## src/rtl/mem_arb_pkg.sv

```systemverilog
// Shared definitions for the two-port memory arbiter.
//   owner_t     : which port won most recently (P0 = cpu, P1 = debug/loader)
//   LAST_RST    : reset owner, chosen so the first tie after reset goes to port 0
//   RD_PEND_RST : reset value of the pending-read flag
// Optional feature macro: MEM_ARB_LOCK_EN (adds lock0/lock1 burst locking).
package mem_arb_pkg;

    typedef enum logic {
        P0 = 1'b0,
        P1 = 1'b1
    } owner_t;

    localparam int     ADDR_WIDTH_DEF = 6;
    localparam int     DATA_WIDTH_DEF = 16;
    localparam owner_t LAST_RST       = P1;
    localparam logic   RD_PEND_RST    = 1'b0;

endpackage

```

## src/rtl/mem_arbiter_rr_pick2.sv

```systemverilog
// Combinational two-way picker.
// Ports:
//   req0, req1   : requests from port 0 / port 1
//   last         : most recent winner
//   lock0, lock1 : (MEM_ARB_LOCK_EN only) burst lock from the current owner
//   gnt          : one-hot grant, bit N = port N, all-zero when nobody asks
// A lone requester always wins. On a tie the port that did not win last
// time gets the grant, unless the last winner is holding its lock.
module rr_pick2
    import mem_arb_pkg::*;
(
    input  logic       req0,
    input  logic       req1,
    input  owner_t     last,
`ifdef MEM_ARB_LOCK_EN
    input  logic       lock0,
    input  logic       lock1,
`endif
    output logic [1:0] gnt
);

    logic hold0;
    logic hold1;

    always_comb begin
        hold0 = 1'b0;
        hold1 = 1'b0;
`ifdef MEM_ARB_LOCK_EN
        // Lock only counts for the port that currently owns the memory.
        hold0 = (last == P0) && req0 && lock0;
        hold1 = (last == P1) && req1 && lock1;
`endif
        gnt = 2'b00;
        if (req0 && req1) begin
            if (hold0)            gnt = 2'b01;
            else if (hold1)       gnt = 2'b10;
            else if (last == P0)  gnt = 2'b10;
            else                  gnt = 2'b01;
        end else if (req0) begin
            gnt = 2'b01;
        end else if (req1) begin
            gnt = 2'b10;
        end
    end

endmodule

```

## src/rtl/mem_arbiter.sv

```systemverilog
// Two-requester arbiter in front of a single-port synchronous-read memory.
// Port 0 is the cpu, port 1 the debug/loader master.
// Ports:
//   clk, rst_n            : clock, asynchronous active-low reset
//   reqN/weN/addrN/wdataN : access request (held until gntN), write flag, address, write data
//   lock0/lock1           : (MEM_ARB_LOCK_EN only) owner keeps the memory while req&lock
//   gntN                  : access accepted this cycle (combinational)
//   rvalidN/rdataN        : read return, one cycle after the read grant
//   mem_we/addr/data      : memory command, driven by the winner in the grant cycle
//   mem_in                : memory read data, valid the cycle after the address
//   dbg_last              : arbitration state (most recent winner)
// Handshake: reqN is held until gntN; gntN=1 means the access was issued to
// memory in that same cycle. rvalidN is a one-cycle strobe, no back-pressure.
// Optional feature macro: MEM_ARB_LOCK_EN.
module mem_arbiter
    import mem_arb_pkg::*;
#(
    parameter int ADDR_WIDTH = ADDR_WIDTH_DEF,
    parameter int DATA_WIDTH = DATA_WIDTH_DEF
) (
    input  logic                  clk,
    input  logic                  rst_n,
    input  logic                  req0,
    input  logic                  req1,
    input  logic                  we0,
    input  logic                  we1,
    input  logic [ADDR_WIDTH-1:0] addr0,
    input  logic [ADDR_WIDTH-1:0] addr1,
    input  logic [DATA_WIDTH-1:0] wdata0,
    input  logic [DATA_WIDTH-1:0] wdata1,
`ifdef MEM_ARB_LOCK_EN
    input  logic                  lock0,
    input  logic                  lock1,
`endif
    output logic                  gnt0,
    output logic                  gnt1,
    output logic                  rvalid0,
    output logic                  rvalid1,
    output logic [DATA_WIDTH-1:0] rdata0,
    output logic [DATA_WIDTH-1:0] rdata1,
    output logic                  mem_we,
    output logic [ADDR_WIDTH-1:0] mem_addr,
    output logic [DATA_WIDTH-1:0] mem_data,
    input  logic [DATA_WIDTH-1:0] mem_in,
    output owner_t                dbg_last
);

    owner_t                last;
    owner_t                last_next;
    owner_t                rd_src;
    logic                  rd_pend;
    logic [1:0]            gnt;
    logic [DATA_WIDTH-1:0] rdata0_q;
    logic [DATA_WIDTH-1:0] rdata1_q;

    // Requests are masked during reset so no grant or memory command
    // leaks out while rst_n is low.
    rr_pick2 u_pick (
        .req0  (req0 & rst_n),
        .req1  (req1 & rst_n),
        .last  (last),
`ifdef MEM_ARB_LOCK_EN
        .lock0 (lock0),
        .lock1 (lock1),
`endif
        .gnt   (gnt)
    );

    assign gnt0     = gnt[0];
    assign gnt1     = gnt[1];
    assign dbg_last = last;

    // Memory command mux: zeros when idle.
    always_comb begin
        mem_we   = 1'b0;
        mem_addr = '0;
        mem_data = '0;
        if (gnt[0]) begin
            mem_we   = we0;
            mem_addr = addr0;
            mem_data = wdata0;
        end else if (gnt[1]) begin
            mem_we   = we1;
            mem_addr = addr1;
            mem_data = wdata1;
        end
    end

    // Arbitration state: moves only on a grant.
    always_ff @(posedge clk or negedge rst_n) begin
        if (!rst_n) last <= LAST_RST;
        else        last <= last_next;
    end

    always_comb begin
        last_next = last;
        if (gnt[0])      last_next = P0;
        else if (gnt[1]) last_next = P1;
    end

    // Read-return tracking: one outstanding read at most, returned next cycle.
    always_ff @(posedge clk or negedge rst_n) begin
        if (!rst_n) begin
            rd_pend <= RD_PEND_RST;
            rd_src  <= P0;
        end else begin
            rd_pend <= (gnt[0] && !we0) || (gnt[1] && !we1);
            rd_src  <= gnt[1] ? P1 : P0;
        end
    end

    assign rvalid0 = rd_pend && (rd_src == P0);
    assign rvalid1 = rd_pend && (rd_src == P1);

    // mem_in is only valid in the return cycle, so it is forwarded then and
    // captured for display until the next return to the same port.
    always_ff @(posedge clk or negedge rst_n) begin
        if (!rst_n) begin
            rdata0_q <= '0;
            rdata1_q <= '0;
        end else begin
            if (rvalid0) rdata0_q <= mem_in;
            if (rvalid1) rdata1_q <= mem_in;
        end
    end

    assign rdata0 = rvalid0 ? mem_in : rdata0_q;
    assign rdata1 = rvalid1 ? mem_in : rdata1_q;

endmodule

```

## config.mk

```make
export PLATFORM = sky130hd
export DESIGN_NAME = mem_arbiter
export DESIGN_NICKNAME = d
export VERILOG_FILES = /design/src/rtl/mem_arb_pkg.sv /design/src/rtl/mem_arbiter_rr_pick2.sv /design/src/rtl/mem_arbiter.sv
export SDC_FILE = /design/constraint.sdc
export NUM_CORES = 1
export LEC_CHECK = 0
export CELL_PAD_IN_SITES_DETAIL_PLACEMENT = 1
export CELL_PAD_IN_SITES_GLOBAL_PLACEMENT = 1
export CORE_MARGIN = 5
export CORE_UTILIZATION = 22
export CTS_CLUSTER_SIZE = 20
export DETAILED_ROUTE_END_ITERATION = 16
export GPL_TIMING_DRIVEN = 0
export PLACE_DENSITY = 0.82
export SLEW_MARGIN = 30
export SYNTH_ARGS = -nofsm -noshare
export SYNTH_HDL_FRONTEND = slang
export SYNTH_SLANG_ARGS = --single-unit
```

## constraint.sdc

```tcl
create_clock -name clk -period 1.2 [get_ports clk]
set_input_delay 0.24 -clock clk [delete_from_list [all_inputs] [get_ports clk]]
set_output_delay 0.24 -clock clk [all_outputs]
set_load 0.02 [all_outputs]
```

* Word-level counts from Yosys, hierarchy flattened
Cells that the tools add are included.
** Operators by class
- Eq/ne operators :: 0
- Multipliers :: 0
- Reduce and logical (&&, ||, !) cells :: 9
- Bitwise operators :: 3
- Magnitude comparators :: 0
- Shift-type cells :: 0
- $add $sub $neg :: 0
- Muxes and demuxes :: 15
- Div/mod/pow operators :: 0
** Operators by type and width (number)
- $mux W16 :: 4
- $mux W6 :: 2
- $mux W2 :: 4
- $logic_and A1 B1 Y1 :: 5
- $mux W1 :: 5
- $and A1 B1 Y1 :: 2
- $logic_not A1 Y1 :: 2
- $reduce_bool A2 Y1 :: 1
- $logic_or A1 B1 Y1 :: 1
- $not A1 Y1 :: 1
** Storage, ports and cells
- Output and inout bits :: 60
- Bits in read-only memories :: 0
- Input port bits :: 66
- Word-level logic and storage cells :: 32
- Bits in latches :: 0
- Flip-flop bits (word level) :: 35
- Bits in writable memories :: 0
- Memories kept :: 0

* Depth between registers and ports, before layout
- Word-level depth :: 6
- Mapped depth :: 4
- Mapped depth without buffers :: 3

* Cells and area by module
A second synthesis with hierarchy kept.
** Second synthesis, totals
- Cells, all modules :: 115
- Area total of the unflattened synthesis :: 1617.8 sq um
** By module, submodules not included
- mem_arbiter :: area an instance 1599.0 sq um, instances 1, cells an instance 112, seq. area each 877.1 sq um
- rr_pick2 :: area an instance 18.8 sq um, instances 1, cells an instance 3, seq. area each 0.0 sq um

* Worst setup path before layout
OpenSTA, ideal clock, no wires.
- Path type :: flip-flop to output port
- Start point :: reg last (netlist: dbg_last)
- End point :: out mem_data[10]
- Stages on the path, launching flop included :: 4
- Slack :: -0.332 ns
- Path buffers :: 1
- Data required time :: 0.960 ns
- Arrival :: 1.292 ns
- Cell sequence :: dfstp_2 -> o21ai_2 -> buf_2 -> o22ai_1
** Between the ends
- Cells in the longest elaborated chain, start to end :: 4
** RTL lines
- start: declaration :: line mem_arbiter.sv:48 : owner_t last;
- start signal: assignment :: line mem_arbiter.sv:92 : else last <= last_next;
- $mux W2 (*) :: line mem_arbiter_rr_pick2.sv:37 : else if (last == P0) gnt = 2'b10;
- $mux W2 (*) :: line mem_arbiter_rr_pick2.sv:34 : if (req0 && req1) begin
- $mux W16 :: line mem_arbiter.sv:82 : end else if (gnt[1]) begin
- $mux W16 (*) :: line mem_arbiter.sv:78 : if (gnt[0]) begin
- end: declaration :: line mem_arbiter.sv:43 : output logic [DATA_WIDTH-1:0] mem_data,
Mark *: on every way between the ends. The rest lies on a longest branch, timed or not.

* Worst setup path in the final report
- Start point :: reg rd_pend
- End point :: out rdata0[11]
** Between the ends
- Cells in the longest elaborated chain, start to end :: 2
** RTL lines
- start: declaration :: line mem_arbiter.sv:51 : logic rd_pend;
- start signal: assignment :: line mem_arbiter.sv:107 : rd_pend <= (gnt[0] && !we0) || (gnt[1] && !we1);
- $logic_and A1 B1 Y1 :: line mem_arbiter.sv:112 : assign rvalid0 = rd_pend && (rd_src == P0);
- $mux W16
- end: declaration :: line mem_arbiter.sv:39 : output logic [DATA_WIDTH-1:0] rdata0,
Every way passes these cells.

==> results.sh <==
export IMPL_fin_skew_ns=0.005313
export IMPL_grt_pass1_vias=2202
export IMPL_num_antenna_cells=0
export IMPL_worst_pin_slew_ns=0.6307
export IMPL_first_pass_iters=3
export IMPL_ctsRootBufferMaster="clkbuf_8"
export IMPL_fp_row_count=32
export IMPL_start_util_pct=22.40
export IMPL_slew_headroom_pct=57.95
export IMPL_power_density_nw_per_um2=1438
export IMPL_report_final_slew_viol_count=0
export IMPL_num_fill_cells=782
export IMPL_insertion_delay_ns=0.28
export IMPL_post_dp_cell_area_um2=3583
export IMPL_drive_gt1_share_pct=52.89
export IMPL_cellLeakagePower_nw=1.893
export IMPL_netlist_instances=165
export IMPL_vias=1953
export IMPL_clk_pin_slew_ns=0.07
export IMPL_p_switching_mw=2.013
export IMPL_io_pins=126
export IMPL_dieArea_um2=9694
export IMPL_yosysSeqAreaShare_pct=50.94
export IMPL_grt_antenna_before_repair=0
export IMPL_grt_first_pass_wirelength_mm=11.81
export IMPL_intPower_mw=4.059
export IMPL_start_kind="flop"
export IMPL_worstPathArrival_ns=1.59
export IMPL_cts_buffer_depth=2
export IMPL_ir_drop_mv=0.5601
export IMPL_drtAntennaViolNets=0
export IMPL_min_period_ns=1.829
export IMPL_crit_type="reg2out"
export IMPL_io_buffers=125
export IMPL_cts_tree="built"
export IMPL_syn_avg_cell_area_um2=10.43
export IMPL_synth_nets=231
export IMPL_fmax_mhz=546.9
export IMPL_hp_class="in2async"
export IMPL_routedWlPerCell_um=17.86
export IMPL_timing_final_ws_setup_ns=-0.6285
export IMPL_place_hpwl_mm=5.478
export IMPL_grt_max_degree=21
export IMPL_routabilityCongestion=0.7380
export IMPL_core_area_um2=7687
export IMPL_htree_levels=2
export IMPL_status="finished with violations"
export IMPL_netlist_area_um2=1722
export IMPL_grt_use_total_pct=15.29
export IMPL_fin_nets=394
export IMPL_synthToLayoutAreaGrowth_pct=145.3
export IMPL_clkPwrFrac_pct=18.0
export IMPL_p_seq_share_pct=27.3
export IMPL_power_frac_comb_pct=54.8
export IMPL_power_total_mw=6.072
export IMPL_hold_viol=0
export IMPL_crit_start="rd_pend"
export IMPL_period_share_pct=152.4
export IMPL_area_sequential_um2=878.3
export IMPL_wirelength_mm=7.697
export IMPL_chipHeight_um=98.46
export IMPL_synth_cell_types=16
export IMPL_cts_num_sinks=35
export IMPL_ys_ff_latch=35
export IMPL_drt_iter0_drc=22
export IMPL_via_per_inst=4.531
export IMPL_yosysWarnings=0
export IMPL_instances_no_fill=431
export IMPL_die_x_um=98.46
export IMPL_cp_max_fo=8
export IMPL_regToRegStartpoint="rd_pend"
export IMPL_grt_setup_unrepaired="true"
export IMPL_placedCellCount=393
export IMPL_p_sw_share_pct=33.15
export IMPL_violations="negative setup slack"
export IMPL_pre_cts_ws_ns=-1.266
export IMPL_crit_required_ns=0.96
export IMPL_overflow=0
export IMPL_drc=0
export IMPL_multi_input_area_um2=1210
export IMPL_final_cell_area_um2=4223
export IMPL_worstSetupEndpointType="primary output"
export IMPL_finalSetupViolCount=91
export IMPL_max_cap_violations=0
export IMPL_cts_inserted_buffers=5
[per-layer routing]
| layer | track usage, % | up-vias | wire [µm] |
|---|---|---|---|
| met1 | 16.78 | 956 | 2812 |
| met2 | 27.04 | 99 | 3993 |
| met5 | 0 | - | 0 |
| li1 | - | 891 | - |
| met3 | 7.431 | 7 | 835 |
| met4 | 2.836 | 0 | 55 |
[registers in the layout (all words and copies together), names as in the netlist]
register / count
rdata1_q: 16
rdata0_q: 16
rd_src: 1
rd_pend: 1
dbg_last: 1
[Yosys cell counts]
cell type  count  area share, %
nand2_1       51             11
dfrtp_1       34             49
mux2_2        32             21
o22ai_1       23            8.4
buf_2          6            1.7
inv_1          4           0.87
buf_6          3            2.0
clkbuf_1       3           0.65
a21oi_1        2           0.58
dfstp_2        1            1.5
nand2_2        1           0.36
nand2b_1       1           0.36
nor2b_4        1           0.80
o21ai_0        1           0.29
o21ai_2        1           0.51
o32ai_1        1           0.51
[logic make-up after synthesis]
logic type      Yosys count  share of synthesized area [%]
compound gates           28                          10.25
buf+inv                  16                          5.232
flops                    35                          50.95
mux                      32                          20.93
simple gates             54                          12.65
[placed cells by master, fill, tap and decap left out, types with 2 or more instances in the layout]
master,netlist,layout
o22ai_2,0,3
buf_12,0,12
buf_4,0,10
a21oi_4,0,2
buf_2,6,3
buf_8,0,2
clkbuf_2,0,3
dfrtp_1,34,33
nand2_1,51,49
o22ai_4,0,20
nand2_4,0,2
clkbuf_8,0,6
clkdlybuf4s50_1,0,62
dlygate4sd2_1,0,3
mux2_4,0,31
buf_6,3,69
inv_1,4,3
[critical path: stages, from the launching register on]
cell	delay, ns
dfrtp_1	0.39
nor2b_4	0.17
buf_8	0.15
clkbuf_16	0.15
mux2_4	0.31
buf_6	0.13
[cell type report]
| type | count | share of cell area (%) |
|---|---|---|
| clock inverters | 2 | 0.8296 |
| repair buffers | 157 | 41.01 |
| multi-input cells | 114 | 28.65 |
| clock buffers | 6 | 1.956 |
| well taps | 102 | 3.022 |
| flip-flops and latches | 35 | 20.80 |
| plain buffers | 11 | 3.378 |
| inverters | 4 | 0.3556 |
[per-stage QoR]
stage	setup TNS [ns]	utilization, %	hold WS [ns]
final	-35.03	54.93	0.2172
after CTS	-34.33	51.71	0.2861
after floorplan	-7.770	-	-0.05559
after global placement	-128.78	46.32	0.4751
after detailed placement	-55.08	46.61	0.2398
after global routing	-40.54	54.93	0.2974
[what timing repair did]
action	CTS	global route
setup buffers	15	15
gates resized for setup	352	44
hold endpoints to repair	14	0
cloned	1	1
endpoints found under the setup margin	86	85
hold buffers	2	0
pin swaps	3	3
[worst paths after layout]
path                                end  slack, ns  cells past startpoint
max                          rdata0[11]      -0.63                      5
min                         rdata1_q[6]       0.22                      2
max reg2reg                rdata0_q[11]      -0.21                      5
min reg2reg                rdata0_q[15]       0.50                      1
max in group asynchronous   rdata1_q[4]       0.35                      3
min in group clk                rd_pend       0.30                      3
[power by group through the flow]
| stage | clock [mW] | combinational (mW) | sequential (mW) |
|---|---|---|---|
| floorplan | 0 | 1.53 | 1.64 |
| global placement | 0 | 2.72 | 1.65 |
| detailed placement | 0 | 2.78 | 1.68 |
| CTS | 1.13 | 2.99 | 1.66 |
| global route | 1.18 | 3.51 | 1.69 |
| finish | 1.09 | 3.33 | 1.66 |
No activity file was read; power rests on OpenSTA's default activity.
